$ cat src/rtl/uart_cntr.sv
// UART time-frame receiver ('r' + 6 bytes + 't') and 6-byte humidity/temperature
// transmitter, 8N1, sharing one clock but otherwise independent.
module uart_cntr #(
  parameter int unsigned baudrate = 9600,
  parameter int unsigned clk_frec = 100000000
) (
  input  logic            clk,
  input  logic            arstn,
  input  logic            rx,
  input  logic [2:0][7:0] humidity,
  input  logic [2:0][7:0] temperature,
  input  logic            send_h_t,
  output logic [5:0][7:0] time_reg,
  output logic            new_time,
  output logic            tx
);

  localparam int unsigned BIT_CYC = clk_frec / baudrate;
  localparam int unsigned HALF    = BIT_CYC / 2;
  localparam int unsigned CW      = $clog2(BIT_CYC);
  localparam logic [CW-1:0] BIT_LAST  = CW'(BIT_CYC - 1);
  localparam logic [CW-1:0] HALF_LAST = CW'(HALF - 1);

  typedef enum logic [2:0] {RX_REARM, RX_IDLE, RX_START, RX_DATA, RX_STOP} rx_state_t;
  typedef enum logic [1:0] {WAIT_R, DATA, WAIT_T} p_state_t;
  typedef enum logic [1:0] {TX_IDLE, TX_START, TX_DATA, TX_STOP} tx_state_t;

  logic            rx_meta, rx_sync;
  rx_state_t       rx_state, rx_next;
  logic [CW-1:0]   rx_cnt;
  logic [2:0]      rx_bit;
  logic [7:0]      rx_shift;
  logic            rx_clr, rx_shift_en, byte_ok;

  p_state_t        p_state, p_next;
  logic [2:0]      p_idx;
  logic [5:0][7:0] shadow;
  logic            store, commit;

  tx_state_t       tx_state, tx_next;
  logic [CW-1:0]   tx_cnt;
  logic [2:0]      tx_bit, tx_bit_n, tx_nb;
  logic [5:0][7:0] tx_buf;
  logic            tx_clr, tx_load, tx_adv, tx_byte_done, tx_d;

  always_ff @(posedge clk or posedge arstn) begin
    if (arstn) begin
      rx_meta <= 1'b0;
      rx_sync <= 1'b0;
    end else begin
      rx_meta <= rx;
      rx_sync <= rx_meta;
    end
  end

  // Receiver: REARM waits for the line to be high so a low line after reset
  // or a framing error is never taken as a start bit.
  always_comb begin
    rx_next     = rx_state;
    rx_clr      = 1'b0;
    rx_shift_en = 1'b0;
    byte_ok     = 1'b0;
    case (rx_state)
      RX_REARM: if (rx_sync) rx_next = RX_IDLE;
      RX_IDLE:  if (!rx_sync) begin
        rx_next = RX_START;
        rx_clr  = 1'b1;
      end
      RX_START: if (rx_cnt == HALF_LAST) begin
        rx_clr  = 1'b1;
        rx_next = rx_sync ? RX_IDLE : RX_DATA;
      end
      RX_DATA: if (rx_cnt == BIT_LAST) begin
        rx_clr      = 1'b1;
        rx_shift_en = 1'b1;
        if (rx_bit == 3'd7) rx_next = RX_STOP;
      end
      RX_STOP: if (rx_cnt == BIT_LAST) begin
        rx_clr = 1'b1;
        if (rx_sync) begin
          byte_ok = 1'b1;
          rx_next = RX_IDLE;
        end else begin
          rx_next = RX_REARM;
        end
      end
      default: rx_next = RX_REARM;
    endcase
  end

  always_ff @(posedge clk or posedge arstn) begin
    if (arstn) begin
      rx_state <= RX_REARM;
      rx_cnt   <= '0;
      rx_bit   <= '0;
      rx_shift <= '0;
    end else begin
      rx_state <= rx_next;
      rx_cnt   <= (rx_clr || rx_state inside {RX_REARM, RX_IDLE}) ? '0 : rx_cnt + 1'b1;
      if (rx_shift_en) begin
        rx_shift <= {rx_sync, rx_shift[7:1]};
        rx_bit   <= rx_bit + 1'b1;
      end
    end
  end

  always_comb begin
    p_next = p_state;
    store  = 1'b0;
    commit = 1'b0;
    case (p_state)
      WAIT_R: if (byte_ok && rx_shift == 8'h72) p_next = DATA;
      DATA: if (byte_ok) begin
        store = 1'b1;
        if (p_idx == 3'd5) p_next = WAIT_T;
      end
      WAIT_T: if (byte_ok) begin
        p_next = WAIT_R;
        commit = (rx_shift == 8'h74);
      end
      default: p_next = WAIT_R;
    endcase
  end

  always_ff @(posedge clk or posedge arstn) begin
    if (arstn) begin
      p_state  <= WAIT_R;
      p_idx    <= '0;
      shadow   <= '0;
      time_reg <= '0;
      new_time <= 1'b0;
    end else begin
      p_state  <= p_next;
      new_time <= commit;
      if (p_state == WAIT_R) p_idx <= '0;
      else if (store)        p_idx <= p_idx + 1'b1;
      if (store)  shadow[3'd5 - p_idx] <= rx_shift;
      if (commit) time_reg <= shadow;
    end
  end

  // Transmitter: tx is registered from next-state values so the line changes
  // on the same edge as the state, with no combinational glitches.
  always_comb begin
    tx_next      = tx_state;
    tx_clr       = 1'b0;
    tx_load      = 1'b0;
    tx_adv       = 1'b0;
    tx_byte_done = 1'b0;
    case (tx_state)
      TX_IDLE: if (send_h_t) begin
        tx_next = TX_START;
        tx_load = 1'b1;
        tx_clr  = 1'b1;
      end
      TX_START: if (tx_cnt == BIT_LAST) begin
        tx_clr  = 1'b1;
        tx_next = TX_DATA;
      end
      TX_DATA: if (tx_cnt == BIT_LAST) begin
        tx_clr = 1'b1;
        tx_adv = 1'b1;
        if (tx_bit == 3'd7) tx_next = TX_STOP;
      end
      TX_STOP: if (tx_cnt == BIT_LAST) begin
        tx_clr       = 1'b1;
        tx_byte_done = 1'b1;
        tx_next      = (tx_nb == 3'd5) ? TX_IDLE : TX_START;
      end
      default: tx_next = TX_IDLE;
    endcase
    tx_bit_n = tx_adv ? tx_bit + 1'b1 : tx_bit;
    tx_d     = 1'b1;
    case (tx_next)
      TX_START: tx_d = 1'b0;
      TX_DATA:  tx_d = tx_buf[5][tx_bit_n];
      default:  tx_d = 1'b1;
    endcase
  end

  always_ff @(posedge clk or posedge arstn) begin
    if (arstn) begin
      tx_state <= TX_IDLE;
      tx_cnt   <= '0;
      tx_bit   <= '0;
      tx_nb    <= '0;
      tx_buf   <= '0;
      tx       <= 1'b1;
    end else begin
      tx_state <= tx_next;
      tx       <= tx_d;
      tx_cnt   <= (tx_clr || tx_state == TX_IDLE) ? '0 : tx_cnt + 1'b1;
      if (tx_adv) tx_bit <= tx_bit_n;
      if (tx_load) begin
        tx_buf <= {humidity, temperature};
        tx_nb  <= '0;
      end else if (tx_byte_done) begin
        tx_buf <= {tx_buf[4:0], 8'h00};
        tx_nb  <= tx_nb + 1'b1;
      end
    end
  end

endmodule

$ cat config.mk
export PLATFORM = sky130hd
export DESIGN_NAME = uart_cntr
export DESIGN_NICKNAME = d
export VERILOG_FILES = /design/src/rtl/uart_cntr.sv
export SDC_FILE = /design/constraint.sdc
export NUM_CORES = 1
export LEC_CHECK = 0
export CAP_MARGIN = 20
export CORE_MARGIN = 2
export CORE_UTILIZATION = 60
export CTS_BUF_LIST = sky130_fd_sc_hd__clkbuf_8
export DETAILED_ROUTE_END_ITERATION = 8
export PLACE_DENSITY = 0.94
export SLEW_MARGIN = 20
export SYNTH_ARGS = -nofsm -noshare
export SYNTH_HDL_FRONTEND = slang
export SYNTH_SLANG_ARGS = --single-unit
$ cat constraint.sdc
create_clock -name clk -period 10.2 [get_ports clk]
set_input_delay 1.02 -clock clk [delete_from_list [all_inputs] [get_ports clk]]
set_output_delay 1.02 -clock clk [all_outputs]
set_load 0.02 [all_outputs]
* Yosys cells after proc, flatten, opt, wreduce, memory -nomap -nowiden
Index checks and enable logic that the tools add are counted.
Word-level totals: output and inout port bits 50, word-level logic and storage cells 140, bits of input ports 52, bits in registers 203
Cells by class: order comparisons 3, equality and inequality tests 30, reductions and logical operators 14, $add $sub $neg 7, mux-type cells 54
Operators by type and width (count):
- 48-bit two-way mux | 2
- 48-bit bitwise mux | 1
- 3-bit two-way mux | 11
- 14-bit by 1-bit adder with 14-bit output, second input constant | 2
- 14-bit equality test, second input constant | 2
- 14-bit two-way mux | 2
- 8-bit demux with 3-bit select | 1
- 2-bit two-way mux | 10
- 2-bit inequality test, second input constant | 10
- 1-bit two-way mux | 19
- 8-bit by 7-bit equality test with 1-bit output, second input constant | 2
- 3-bit equality test, second input constant | 5
- 3-bit case mux with 5 select lines | 1
- 14-bit by 13-bit equality test with 1-bit output, second input constant | 1
- 3-bit by 1-bit adder with 3-bit output, second input constant | 4
- 2-bit equality test, second input constant | 4
- 3-bit by 4-bit < comparator with 1-bit output, second input constant | 2
- 8-bit two-way mux | 1
- 2-bit case mux with 4 select lines | 1
- 2-bit by 1-bit equality test with 1-bit output, second input constant | 3
- 3-bit by 2-bit equality test with 1-bit output, second input constant | 2
- 2-bit case mux with 3 select lines | 1
- 6-bit AND reduction | 1
- 2-bit nonzero test | 3
- 13 further kinds | 17

* Longest topological paths before layout
Gate-level depths: netlist of the first run.
word-level depth 7, mapped depth 10, depth with buffers taken out 8

* Worst setup path before layout of the first run
Ideal clock, no wire load.
path kind flip-flop to flip-flop, from register rx_cnt[0], to register time_reg[16] (netlist name), arrival time 2284 ps, setup slack 7791 ps, cell stages (with the launch flop) 11, clock period less this slack 2409 ps, path buffers 3, required time 10075 ps, library setup time 125 ps, path through dfrtp_1 -> ha_1 -> and3_1 -> nand4_2 -> or2_1 -> buf_2 -> nor4_4 -> nand4b_2 -> buf_6 -> buf_6 -> mux2_4
Between the ends: longest elaborated chain between the ends 5
RTL lines:
- from (decl) | RTL line 30 | logic [CW-1:0] rx_cnt;
- from (signal assigned) | RTL line 99 | rx_cnt <= (rx_clr || rx_state inside {RX_REARM, RX_IDLE}) ? '0 : rx_cnt + 1'b1;
- 14-bit equality test | RTL line 78 | RX_STOP: if (rx_cnt == BIT_LAST) begin
- 1-bit two-way mux | RTL line 78
- 1-bit two-way mux | RTL line 63 | case (rx_state)
- 1-bit two-way mux | RTL line 117 | WAIT_T: if (byte_ok) begin
- 1-bit two-way mux | RTL line 111 | case (p_state)
- to (signal assigned) | RTL line 138 | if (commit) time_reg <= shadow;
- to (decl) | RTL line 13 | output logic [5:0][7:0] time_reg,
Every way passes these cells. A chain may end at the register's enable or synchronous reset.

* Final worst setup path of the first run
from register rx_cnt[0], to register time_reg[26] (netlist name)
The elaborated chain is that of the path after synthesis.

==> metrics.json, run 1 <==
{
  "clock_network": {
    "cts-buffers-inserted": 31,
    "postCtsHoldBufs": 0,
    "post_cts.repair.setup_buffers": 0,
    "worst_skew_pair.late_latency_ns": 0.57,
    "clock_path_buffers": 3,
    "clock_sinks": 203,
    "post_cts_resize_count": 0,
    "clk_pin_slew_ns": 0.06,
    "cts_max_level": 1,
    "cts_tree": "yes",
    "clockRootBuffer": "sky130_fd_sc_hd__clkbuf_8"
  },
  "worst_setup_path": {
    "critical_path_cell_count": 7,
    "cp_num_buf_inv": 0,
    "cpLargestDelayFamily": "simple AND/OR/NAND/NOR gates",
    "criticalPathCategory": "reg2reg",
    "worstSetupStartpointType": "flop",
    "worst_setup_ep_type": "flop",
    "crit_path_max_incr_delay_ns": 0.83,
    "timing.critical_path.fanout_max": 49,
    "reg2regPathDepth": 7,
    "critical_path.cell_chain": "ha_1, and3_1, nand4_2, or2_1, nor4_4, nand4b_4, mux2_4",
    "critical_path.slowest_cell": "sky130_fd_sc_hd__nand4b_4",
    "cp.required_ns": 10.62,
    "cp.arrival_ns": 3.76
  },
  "final_layout": {
    "layout_net_count": 892,
    "finalInstanceArea_um2": 10500,
    "area_growth_pct": 20.3,
    "instances_no_fill": 1039,
    "post_route_cells_drive_above_1_share_pct": 20.1,
    "postLayoutCoreUtil_pct": 72.9,
    "number_of_fill_cells": 836,
    "antenna_cells_inserted": 0
  },
  "global_routing": {
    "grt.total_usage_pct": 25.7,
    "overflow": 0,
    "antenna_violations_before_repair": 0,
    "grt_pass1_wl_mm": 32.2,
    "grt_start_max_net_pins": 131,
    "grt_pass1_vias": 6274
  },
  "die": {
    "die_h_um": 124,
    "num_rows": 44,
    "floorplan.initialDensity_pct": 60.5,
    "floorplan.core_area_um2": 14400,
    "die_area_um2": 15500,
    "die_w_um": 124,
    "floorplan.io_pins": 102
  },
  "timing": {
    "layout_min_cycle_time_ns": 3.34,
    "timing.clock.skew_ns": 0.0302,
    "maxSlewHeadroom_pct": 28.2,
    "fmax_mhz": 299,
    "hold_viol": 0,
    "total_of_endpoints_with_negative_setup_slack_in_the_final_report": 0,
    "max_slew.worst_pin.slew_ns": 1.08,
    "timing.final.max_slew_violations": 0,
    "fin_setup_tns_ns": 0,
    "rsz0062_at_grt": "false",
    "final.period_utilization_pct": 32.7
  },
  "detailed_routing": {
    "post_dr_vias_cell": 5.83,
    "drt-total-wl_mm": 19.4,
    "drt_iter0_markers": 528,
    "drt_first_pass_iters": 6,
    "wire_per_inst_um": 18.7,
    "route.vias.total": 6054,
    "ant_nets": 0,
    "post-route-drc-count": 0
  },
  "synth": {
    "synth_largest_area_cell": "sky130_fd_sc_hd__dfrtp_1",
    "synth_seq_cells": 203,
    "synth.area.top_cells": "sky130_fd_sc_hd__dfrtp_1, sky130_fd_sc_hd__mux2_2, sky130_fd_sc_hd__nand2_1",
    "synth.cells.most_frequent": "sky130_fd_sc_hd__dfrtp_1, sky130_fd_sc_hd__nand2_1, sky130_fd_sc_hd__mux2_2",
    "cell_area_synth_um2": 8700,
    "yosys_most_used_dff": "sky130_fd_sc_hd__dfrtp_1",
    "synthesis.instances": 728,
    "synth.top_cell.area_share_pct": 58.1,
    "synth_async_sr_flop_share_pct": 100,
    "post-synth-top-count-cell": "sky130_fd_sc_hd__dfrtp_1",
    "synthesis.yosys.warnings": 0,
    "netlist-cell-type-count": 58,
    "number_of_enable_flip_flop_cells_after_synthesis": 0,
    "mappedNetlistNets": 789,
    "synth_sequential_area_ratio_pct": 58.4,
    "avgSynthCellArea_um2": 11.9
  },
  "power_and_ir_drop": {
    "totalPowerFinal_uw": 1580,
    "irDropWorstVdd_uv": 99.3,
    "power_density_over_the_cells_nw_per_um2": 151,
    "static-leakage-power_uw": 0.00514
  },
  "placed_design": {
    "placement.io_buffers": 101,
    "placed_cells": 982,
    "detailed_place_hpwl_mm": 12.3,
    "gp_routability_congestion": 0.872,
    "place_area_um2": 9830
  },
  "run": {
    "max_cap_violations": 0
  },
  "status": {
    "outcome": "finished, final reports clean"
  },
  "hold_path": {
    "worst_min_path_class": "reg2reg",
    "hold-path-cell-count": 0
  }
}
==> placed cells by master, fill, tap and decap left out, types with 3 or more instances in the layout <==
master,synthesis,layout
sky130_fd_sc_hd__nand4_1,8,8
sky130_fd_sc_hd__nor3_1,4,4
sky130_fd_sc_hd__dfrtp_1,202,202
sky130_fd_sc_hd__and3_1,9,9
sky130_fd_sc_hd__clkbuf_8,0,39
sky130_fd_sc_hd__a22o_1,4,4
sky130_fd_sc_hd__o21ai_0,16,16
sky130_fd_sc_hd__nand3b_1,4,4
sky130_fd_sc_hd__nand3_1,9,9
sky130_fd_sc_hd__clkinv_2,0,4
sky130_fd_sc_hd__inv_1,12,23
sky130_fd_sc_hd__a21oi_1,4,4
sky130_fd_sc_hd__clkdlybuf4s50_1,0,101
sky130_fd_sc_hd__a31oi_1,17,17
sky130_fd_sc_hd__nor2_1,66,66
sky130_fd_sc_hd__and2_1,3,3
sky130_fd_sc_hd__a22oi_1,25,25
sky130_fd_sc_hd__mux2_4,9,9
sky130_fd_sc_hd__mux2_2,98,98
sky130_fd_sc_hd__nor4_4,3,3
sky130_fd_sc_hd__ha_1,9,9
sky130_fd_sc_hd__xor2_1,15,15
sky130_fd_sc_hd__nand4b_1,4,4
sky130_fd_sc_hd__xnor2_1,12,12
sky130_fd_sc_hd__nand2_1,120,120
sky130_fd_sc_hd__buf_4,1,5
==> logic make-up after synthesis <==
| logic type | after synthesis | share of synthesized area, % |
|---|---|---|
| AO/OA/AOI/OAI | 77 | 5.93 |
| XOR/XNOR | 27 | 2.72 |
| multiplexers | 111 | 15.0 |
| adder cells (fa/ha/maj) | 9 | 1.29 |
| buffers and inverters | 48 | 2.42 |
| flip-flops | 203 | 58.4 |
| AND/OR/NAND/NOR | 253 | 14.3 |
==> routing by layer <==
metal	global-route usage [%]	vias to the layer above	share of wire [%]	wire (um)
met3	3.44	45	4.5	882
met2	43.2	205	51	9940
li1	-	2749	-	-
met4	11.1	0	3.5	676
met1	33.8	3055	41	7940
met5	0	-	0	0
==> cell type report <==
cell class              count  area [um2]  area share, %
flip-flops and latches    203        5080           48.5
multi-input cells         477        3420           32.6
repair buffers            106        1050           10.0
clock buffers              39         537           5.13
well taps                 184         230           2.20
clock inverters            18         103          0.980
inverters                  12        52.6          0.502
==> power by group <==
group	internal [uW]	total (uW)	switching, uW
Combinational	30.9	70.3	39.4
Clock	368	678	309
Sequential	816	831	15.4
Total	1220	1580	364
==> metrics by stage <==
step / setup WS (ns) / hold slack (ns)
after CTS: 6.89 / 0.366
after detailed placement: 6.96 / 0.352
final: 6.86 / 0.366
after global routing: 6.68 / 0.377
after global placement: 7.06 / 0.337
after floorplan: 3.64 / 0.331
==> path summary, 6_finish.rpt <==
check	startpoint	to	slack, ns
hold / removal	rx_meta	rx_sync	0.37
max in group asynchronous	arstn	shadow[41]	7.68
setup / recovery	rx_cnt[0]	time_reg[26]	6.86
setup reg to reg	rx_cnt[0]	time_reg[26]	6.86
hold reg to reg	rx_meta	rx_sync	0.37
min in group asynchronous	arstn	tx_buf[3]	1.03
(Power assumes the default switching activity.)
==> run 2: changes to the inputs <==
CORE_UTILIZATION = 58   (was 60)
PLACE_DENSITY = 0.91   (was 0.94)
clock period = 3.2 ns   (was 10.2 ns; I/O delays follow)
==> run 2 against run 1 <==
- final cell count grew 0.77%
- first-iteration DRC count grew 16%
- critical path type unchanged
- highest routed layer unchanged
- sequential power grew to 3.2 times the previous value
- combinational power grew to 3.5 times the previous value
- critical path depth grew 1
- power grew to 3.3 times the previous value
- non-clock buffer count grew 8
- clock power grew to 3.3 times the previous value
- utilization is essentially flat
- global-route usage grew 0.067 points
==> metrics.json, run 2 (synthesized netlist as in run 1, its figures left out) <==
{
  "worst_setup_path": {
    "cp_num_buf_inv": {"value": 1, "change": "+1"},
    "reg2reg_setup_slack": {"value": 0.32, "unit": "ns", "change": "-6.54 ns"},
    "crit_path_max_incr_delay": {"value": 0.40, "unit": "ns", "change": "-0.43 ns"},
    "cpLargestDelayFamily": "simple AND/OR/NAND/NOR gates",
    "cp.arrival": {"value": 3.26, "unit": "ns", "change": "-0.50 ns"},
    "timing.critical_path.fanout_max": {"value": 36, "change": "-27%"},
    "critical_path.slowest_cell": "sky130_fd_sc_hd__or2_1",
    "worstSetupStartpointType": "flop",
    "criticalPathCategory": "reg2reg",
    "cp.required": {"value": 3.58, "unit": "ns", "change": "-7.04 ns"},
    "worst_setup_ep_type": "flop",
    "critical_path.cell_chain": "ha_1, and3_1, nand4_2, or2_1, nor4_4, nand4b_4, buf_12, mux2_4"
  },
  "power_and_ir_drop": {
    "comb_power_share": {"value": 4.8, "unit": "%", "change": "+0.4 points"},
    "power_density_over_the_cells": {"value": 484, "unit": "nW/um2", "change": "+220%"},
    "static-leakage-power": {"value": 0.00522, "unit": "uW", "change": "+1.5%"},
    "power_switching": {"value": 1150, "unit": "uW", "change": "+220%"},
    "irDropWorstVdd": {"value": 317, "unit": "uV", "change": "+220%"},
    "power_report.internal_total": {"value": 3990, "unit": "uW", "change": "+230%"},
    "power_frac_clock": {"value": 43.6, "unit": "%", "change": "+0.7 points"},
    "power_frac_seq": {"value": 51.6, "unit": "%", "change": "-1.0 points"},
    "swShare": {"value": 22.3, "unit": "%", "change": "-0.71 points"},
    "totalPowerFinal": {"value": 5140, "unit": "uW", "change": "+230%"}
  },
  "hold_path": {
    "worst_min_path_class": "in2reg"
  },
  "timing": {
    "fin_setup_tns": {"value": 0, "unit": "ns", "change": "unchanged"},
    "final.period_utilization": {"value": 89.9, "unit": "%", "change": "+57 points"},
    "rsz0062_at_grt": "false",
    "maxSlewHeadroom": {"value": 38.0, "unit": "%", "change": "+9.8 points"},
    "layout_min_cycle_time": {"value": 2.88, "unit": "ns", "change": "-0.462 ns"},
    "hold_viol": {"value": 0, "change": "unchanged"},
    "max_slew.worst_pin.slew": {"value": 0.928, "unit": "ns", "change": "-0.149 ns"},
    "timing.final.max_slew_violations": {"value": 0, "change": "unchanged"},
    "fmax": {"value": 347, "unit": "MHz", "change": "+16%"},
    "post_route_setup_slack": {"value": 0.322, "unit": "ns", "change": "-6.54 ns"},
    "timing.clock.skew": {"value": 0.0113, "unit": "ns", "change": "-0.0189 ns"},
    "total_of_endpoints_with_negative_setup_slack_in_the_final_report": {"value": 0, "change": "unchanged"}
  },
  "placed_design": {
    "detailed_place_hpwl": {"value": 12.7, "unit": "mm", "change": "+3.0%"},
    "placement.io_buffers": {"value": 101, "change": "unchanged"},
    "gp_routability_congestion": {"value": 0.840, "change": "-3.7%"},
    "place_worst_setup_slack": {"value": 0.401, "unit": "ns", "change": "-6.56 ns"},
    "placed_cells": {"value": 990, "change": "+0.81%"},
    "place_area": {"value": 9960, "unit": "um2", "change": "+1.3%"}
  },
  "detailed_routing": {
    "drt-total-wl": {"value": 20.1, "unit": "mm", "change": "+3.6%"},
    "drt_iter0_markers": {"value": 611, "change": "+16%"},
    "route.vias.total": {"value": 6152, "change": "+1.6%"},
    "drt_first_pass_iters": {"value": 5, "change": "-1"},
    "ant_nets": {"value": 0, "change": "unchanged"},
    "post-route-drc-count": {"value": 0, "change": "unchanged"},
    "wire_per_inst": {"value": 19.2, "unit": "um", "change": "+2.8%"},
    "post_dr_vias_cell": {"value": 5.88, "change": "+0.84%"}
  },
  "die": {
    "floorplan.core_area": {"value": 14600, "unit": "um2", "change": "+1.5%"},
    "floorplan.io_pins": {"value": 102, "change": "unchanged"},
    "num_rows": {"value": 44, "change": "unchanged"},
    "die_h": {"value": 126, "unit": "um", "change": "+1.7%"},
    "floorplan.initialDensity": {"value": 59.6, "unit": "%", "change": "-0.91 points"},
    "die_w": {"value": 126, "unit": "um", "change": "+1.7%"},
    "die_area": {"value": 16000, "unit": "um2", "change": "+3.3%"}
  },
  "final_layout": {
    "finalInstanceArea": {"value": 10600, "unit": "um2", "change": "+1.6%"},
    "antenna_cells_inserted": {"value": 0, "change": "unchanged"},
    "layout_net_count": {"value": 903, "change": "+1.2%"},
    "layout_commonest_cell": "sky130_fd_sc_hd__dfrtp_1",
    "post_route_cells_drive_above_1_share": {"value": 20.7, "unit": "%", "change": "+0.62 points"},
    "instances_no_fill": {"value": 1047, "change": "+0.77%"},
    "layout.cells.most_common_list": "sky130_fd_sc_hd__dfrtp_1, sky130_fd_sc_hd__nand2_1, sky130_fd_sc_hd__clkdlybuf4s50_1",
    "area_growth_pct": 22.2
  },
  "clock_network": {
    "cts-buffers-inserted": {"value": 34, "change": "+9.7%"},
    "clockRootBuffer": "sky130_fd_sc_hd__clkbuf_8",
    "clk_pin_slew": {"value": 0.06, "unit": "ns", "change": "about the same"},
    "cts_tree": "yes",
    "clock_path_buffers": {"value": 3, "change": "unchanged"},
    "postCtsHoldBufs": {"value": 0, "change": "unchanged"},
    "cts_max_level": {"value": 2, "change": "+1"},
    "worst_skew_pair.late_latency": {"value": 0.50, "unit": "ns", "change": "-0.07 ns"},
    "clock_sinks": {"value": 203, "change": "unchanged"},
    "post_cts_resize_count": {"value": 0, "change": "unchanged"},
    "post_cts.repair.setup_buffers": {"value": 0, "change": "unchanged"}
  },
  "global_routing": {
    "antenna_violations_before_repair": {"value": 0, "change": "unchanged"},
    "grt_pass1_vias": {"value": 6398, "change": "+2.0%"},
    "overflow": {"value": 0, "change": "unchanged"},
    "grt_start_max_net_pins": {"value": 47, "change": "-64%"},
    "grt.total_usage": {"value": 25.7, "unit": "%", "change": "+0.067 points"},
    "grt_pass1_wl": {"value": 33.0, "unit": "mm", "change": "+2.5%"}
  },
  "status": {
    "outcome": "finished, final reports clean"
  },
  "run": {
    "max_cap_violations": {"value": 0, "change": "unchanged"}
  }
}
## run 2: layout make-up
class	count	area, um2
Clock buffer	43	592
Clock inverter	14	78.8
Fill cell	851	3960
Timing Repair Buffer	114	1180
Multi-Input combinational cell	477	3420
Sequential cell	203	5080
Tap cell	184	230
Inverter	12	48.8
## run 2: stage by stage
stage          utilization [%]  hold WS [ns]
4_1_cts                   72.9         0.261
5_1_grt                   72.9         0.269
2_1_floorplan                -         0.331
6_report                  72.9         0.263
3_3_place_gp              68.3         0.336
3_5_place_dp              68.3         0.339
## run 2: power groups by stage
stage                     combinational (uW)  sequential (uW)  clock [uW]
final                                    245             2650        2240
after global routing                     275             2660        2390
after CTS                                249             2650        2280
after detailed placement                 244             2690           0
after global placement                   238             2690           0
after floorplan                          149             2670           0
## run 2: per-layer routing
metal / track usage [%] / routed length [um] / vias to the layer above
met1: 32.8 / 7980 / 3102
met5: 0 / 0 / -
met3: 4.39 / 996 / 63
met2: 43.9 / 10500 / 225
met4: 10.7 / 707 / 0
li1: - / - / 2762
## run 2: path summary, 6_finish.rpt
path / from / end / cells after the start
worst max-delay path: rx_cnt[0] / time_reg[25] / 8
worst min-delay path: rx / rx_meta / 1
worst max register to register: rx_cnt[0] / time_reg[25] / 8
worst min register to register: rx_meta / rx_sync / 0
max in group asynchronous: arstn / tx / 3
min in group asynchronous: arstn / time_reg[30] / 2
==> run 3: changes to the inputs <==
CORE_ASPECT_RATIO = 1.2   (was not set)
==> run 3 against run 2 <==
- routed wire length decreased by 2.7%
- clock power increased by 8%
- die area about the same
- utilization decreased by 0.91 points
- clock skew decreased by 0.0035 ns
- worst setup slack improved by 0.081 ns
- count of clock-buffer cells in the layout increased by 1
- sequential share of layout area decreased by 0.20 points
- non-clock buffer count decreased by 1
- register-to-register slack improved by 0.08 ns
==> metrics.json, run 3 (synthesized netlist as in run 1, its figures left out) <==
{
  "timing": {
    "maxSlewHeadroom": {"value": 51.0, "unit": "%", "change": "+13 points"},
    "layout_min_cycle_time": {"value": 2.80, "unit": "ns", "change": "-0.0805 ns"},
    "fmax": {"value": 357, "unit": "MHz", "change": "+2.9%"},
    "timing.final.max_slew_violations": {"value": 0, "change": "unchanged"},
    "total_of_endpoints_with_negative_setup_slack_in_the_final_report": {"value": 0, "change": "unchanged"},
    "timing.clock.skew": {"value": 0.00776, "unit": "ns", "change": "-0.00354 ns"},
    "max_slew.worst_pin.slew": {"value": 0.731, "unit": "ns", "change": "-0.196 ns"},
    "final.period_utilization": {"value": 87.4, "unit": "%", "change": "-2.5 points"},
    "fin_setup_tns": {"value": 0, "unit": "ns", "change": "unchanged"},
    "hold_viol": {"value": 0, "change": "unchanged"},
    "rsz0062_at_grt": "false"
  },
  "detailed_routing": {
    "route.vias.total": {"value": 6133, "change": "-0.31%"},
    "drt_first_pass_iters": {"value": 5, "change": "unchanged"},
    "drt-total-wl": {"value": 19.6, "unit": "mm", "change": "-2.7%"},
    "post_dr_vias_cell": {"value": 5.75, "change": "-2.1%"},
    "post-route-drc-count": {"value": 0, "change": "unchanged"},
    "ant_nets": {"value": 0, "change": "unchanged"},
    "wire_per_inst": {"value": 18.4, "unit": "um", "change": "-4.4%"},
    "drt_iter0_markers": {"value": 629, "change": "+2.9%"}
  },
  "worst_setup_path": {
    "cp.arrival": {"value": 3.24, "unit": "ns", "change": "-0.02 ns"},
    "crit_path_max_incr_delay": {"value": 0.49, "unit": "ns", "change": "+0.09 ns"},
    "beginning_of_the_critical_path": "rx_cnt[0]",
    "timing.rr.start": "rx_cnt[0]",
    "cp.required": {"value": 3.64, "unit": "ns", "change": "+0.06 ns"},
    "criticalPathCategory": "reg2reg",
    "worst_setup_ep_type": "flop",
    "reg2reg_setup_slack": {"value": 0.40, "unit": "ns", "change": "+0.08 ns"},
    "critical_path.slowest_cell": "sky130_fd_sc_hd__and3_1",
    "reg2regPathDepth": {"value": 7, "change": "-1"},
    "timing.critical_path.mode_cell": "sky130_fd_sc_hd__and3_1",
    "cpLargestDelayFamily": "simple AND/OR/NAND/NOR gates",
    "worstSetupStartpointType": "flop",
    "cp_num_buf_inv": {"value": 0, "change": "-1"},
    "critical_path.cell_chain": "ha_1, and3_1, nand4_2, or2_1, nor4b_4, and3_1, mux2_2",
    "timing.rr.end": "shadow[1]",
    "timing.critical_path.fanout_max": {"value": 9, "change": "-75%"}
  },
  "clock_network": {
    "post_cts.repair.setup_buffers": {"value": 0, "change": "unchanged"},
    "cts-buffers-inserted": {"value": 31, "change": "-8.8%"},
    "post_cts_resize_count": {"value": 0, "change": "unchanged"},
    "postCtsHoldBufs": {"value": 0, "change": "unchanged"},
    "cts_tree": "yes",
    "cts_max_level": {"value": 1, "change": "-1"},
    "clock_path_buffers": {"value": 3, "change": "unchanged"},
    "clock_sinks": {"value": 203, "change": "unchanged"},
    "worst_skew_pair.late_latency": {"value": 0.55, "unit": "ns", "change": "+0.05 ns"},
    "clockRootBuffer": "sky130_fd_sc_hd__clkbuf_8",
    "clk_pin_slew": {"value": 0.06, "unit": "ns", "change": "about the same"}
  },
  "global_routing": {
    "grt_pass1_wl": {"value": 32.3, "unit": "mm", "change": "-2.2%"},
    "groute.layer.met3.usage": {"value": 4.08, "unit": "%", "change": "-0.31 points"},
    "grt_start_max_net_pins": {"value": 133, "change": "+180%"},
    "gr-usage-met1": {"value": 32.9, "unit": "%", "change": "+0.14 points"},
    "grt.total_usage": {"value": 25.1, "unit": "%", "change": "-0.68 points"},
    "overflow": {"value": 0, "change": "unchanged"},
    "grt_busiest_layer": "met2",
    "antenna_violations_before_repair": {"value": 0, "change": "unchanged"},
    "grtUsageMet2": {"value": 42.0, "unit": "%", "change": "-2.0 points"},
    "grt_pass1_vias": {"value": 6303, "change": "-1.5%"}
  },
  "final_layout": {
    "postLayoutCoreUtil": {"value": 72.0, "unit": "%", "change": "-0.91 points"},
    "finalInstanceArea": {"value": 10700, "unit": "um2", "change": "+0.42%"},
    "antenna_cells_inserted": {"value": 0, "change": "unchanged"},
    "area_growth_pct": 22.7,
    "layout_commonest_cell": "sky130_fd_sc_hd__dfrtp_1",
    "layout_net_count": {"value": 899, "change": "-0.44%"},
    "layout.cells.most_common_list": "sky130_fd_sc_hd__dfrtp_1, sky130_fd_sc_hd__nand2_1, sky130_fd_sc_hd__clkdlybuf4s50_1",
    "post_route_cells_drive_above_1_share": {"value": 21.8, "unit": "%", "change": "+1.1 points"},
    "number_of_fill_cells": {"value": 935, "change": "+9.9%"},
    "instances_no_fill": {"value": 1066, "change": "+1.8%"}
  },
  "placed_design": {
    "detailed_place_hpwl": {"value": 12.2, "unit": "mm", "change": "-3.8%"},
    "placement.io_buffers": {"value": 101, "change": "unchanged"},
    "gp_routability_congestion": {"value": 0.836, "change": "-0.48%"},
    "placed_cells": {"value": 1009, "change": "+1.9%"},
    "place_area": {"value": 9950, "unit": "um2", "change": "about the same"}
  },
  "die": {
    "floorplan.io_pins": {"value": 102, "change": "unchanged"},
    "die_area": {"value": 16000, "unit": "um2", "change": "about the same"},
    "die_w": {"value": 116, "unit": "um", "change": "-8.4%"},
    "floorplan.initialDensity": {"value": 58.6, "unit": "%", "change": "-1.0 points"},
    "die_h": {"value": 138, "unit": "um", "change": "+9.2%"},
    "num_rows": {"value": 49, "change": "+11%"},
    "floorplan.core_area": {"value": 14800, "unit": "um2", "change": "+1.7%"}
  },
  "hold_path": {
    "worst_min_path_class": "in2reg",
    "holdPathEnd": "rx_meta",
    "hp-start": "rx",
    "hold-path-cell-count": {"value": 1, "change": "unchanged"}
  },
  "power_and_ir_drop": {
    "static-leakage-power": {"value": 0.00520, "unit": "uW", "change": "-0.32%"},
    "power_density_over_the_cells": {"value": 496, "unit": "nW/um2", "change": "+2.6%"},
    "irDropWorstVdd": {"value": 359, "unit": "uV", "change": "+13%"}
  },
  "status": {
    "outcome": "finished, final reports clean"
  },
  "run": {
    "max_cap_violations": {"value": 0, "change": "unchanged"}
  }
}
[run 3: final cells by class]
type	count	area, um2	share of cell area (%)
clock buffers	44	606	5.67
clock inverters	13	118	1.10
inverters	12	48.8	0.457
multi-input cells	477	3420	32.0
flip-flops and latches	203	5080	47.6
well taps	204	255	2.39
repair buffers	113	1150	10.8
[run 3: worst max path at each step]
stage / end / slack [ns] / depth (start not counted)
final: shadow[1] / 0.40 / 7
after CTS: shadow[2] / 0.42 / 7
after floorplan: new_time / 0.25 / 1
after detailed placement: time_reg[24] / 0.47 / 8
after global routing: time_reg[28] / 0.27 / 8
after global placement: time_reg[30] / 0.60 / 8
[run 3: metal layers]
metal  vias up  share of wire [%]
met2       203                 51
met5         -                  0
met4         0                3.8
li1       2761                  -
met1      3103                 41
met3        66                4.7
[run 3: through the flow]
| stage | total power [uW] | setup slack, ns | hold slack [ns] |
|---|---|---|---|
| 6_report | 5300 | 0.402 | 0.205 |
| 5_1_grt | 5470 | 0.272 | 0.207 |
| 4_1_cts | 5320 | 0.421 | 0.187 |
| 3_5_place_dp | 2940 | 0.468 | 0.336 |
| 3_3_place_gp | 2920 | 0.603 | 0.333 |
| 2_1_floorplan | 2820 | 0.251 | 0.331 |
[run 3: worst register-to-register path: cells and delay by family, from the launching register on]
kind	cells	cell delay, ns
AND/OR/NAND/NOR	5	1.70
adder cells (fa/ha/maj)	1	0.21
flip-flops	1	0.39
multiplexers	1	0.39
[run 3: report_power, final]
part	switching, uW	leakage (uW)	internal (uW)	total, uW
combinational	129	0.00211	109	239
clock	1020	0.000389	1380	2410
sequential	52.3	0.00271	2600	2650
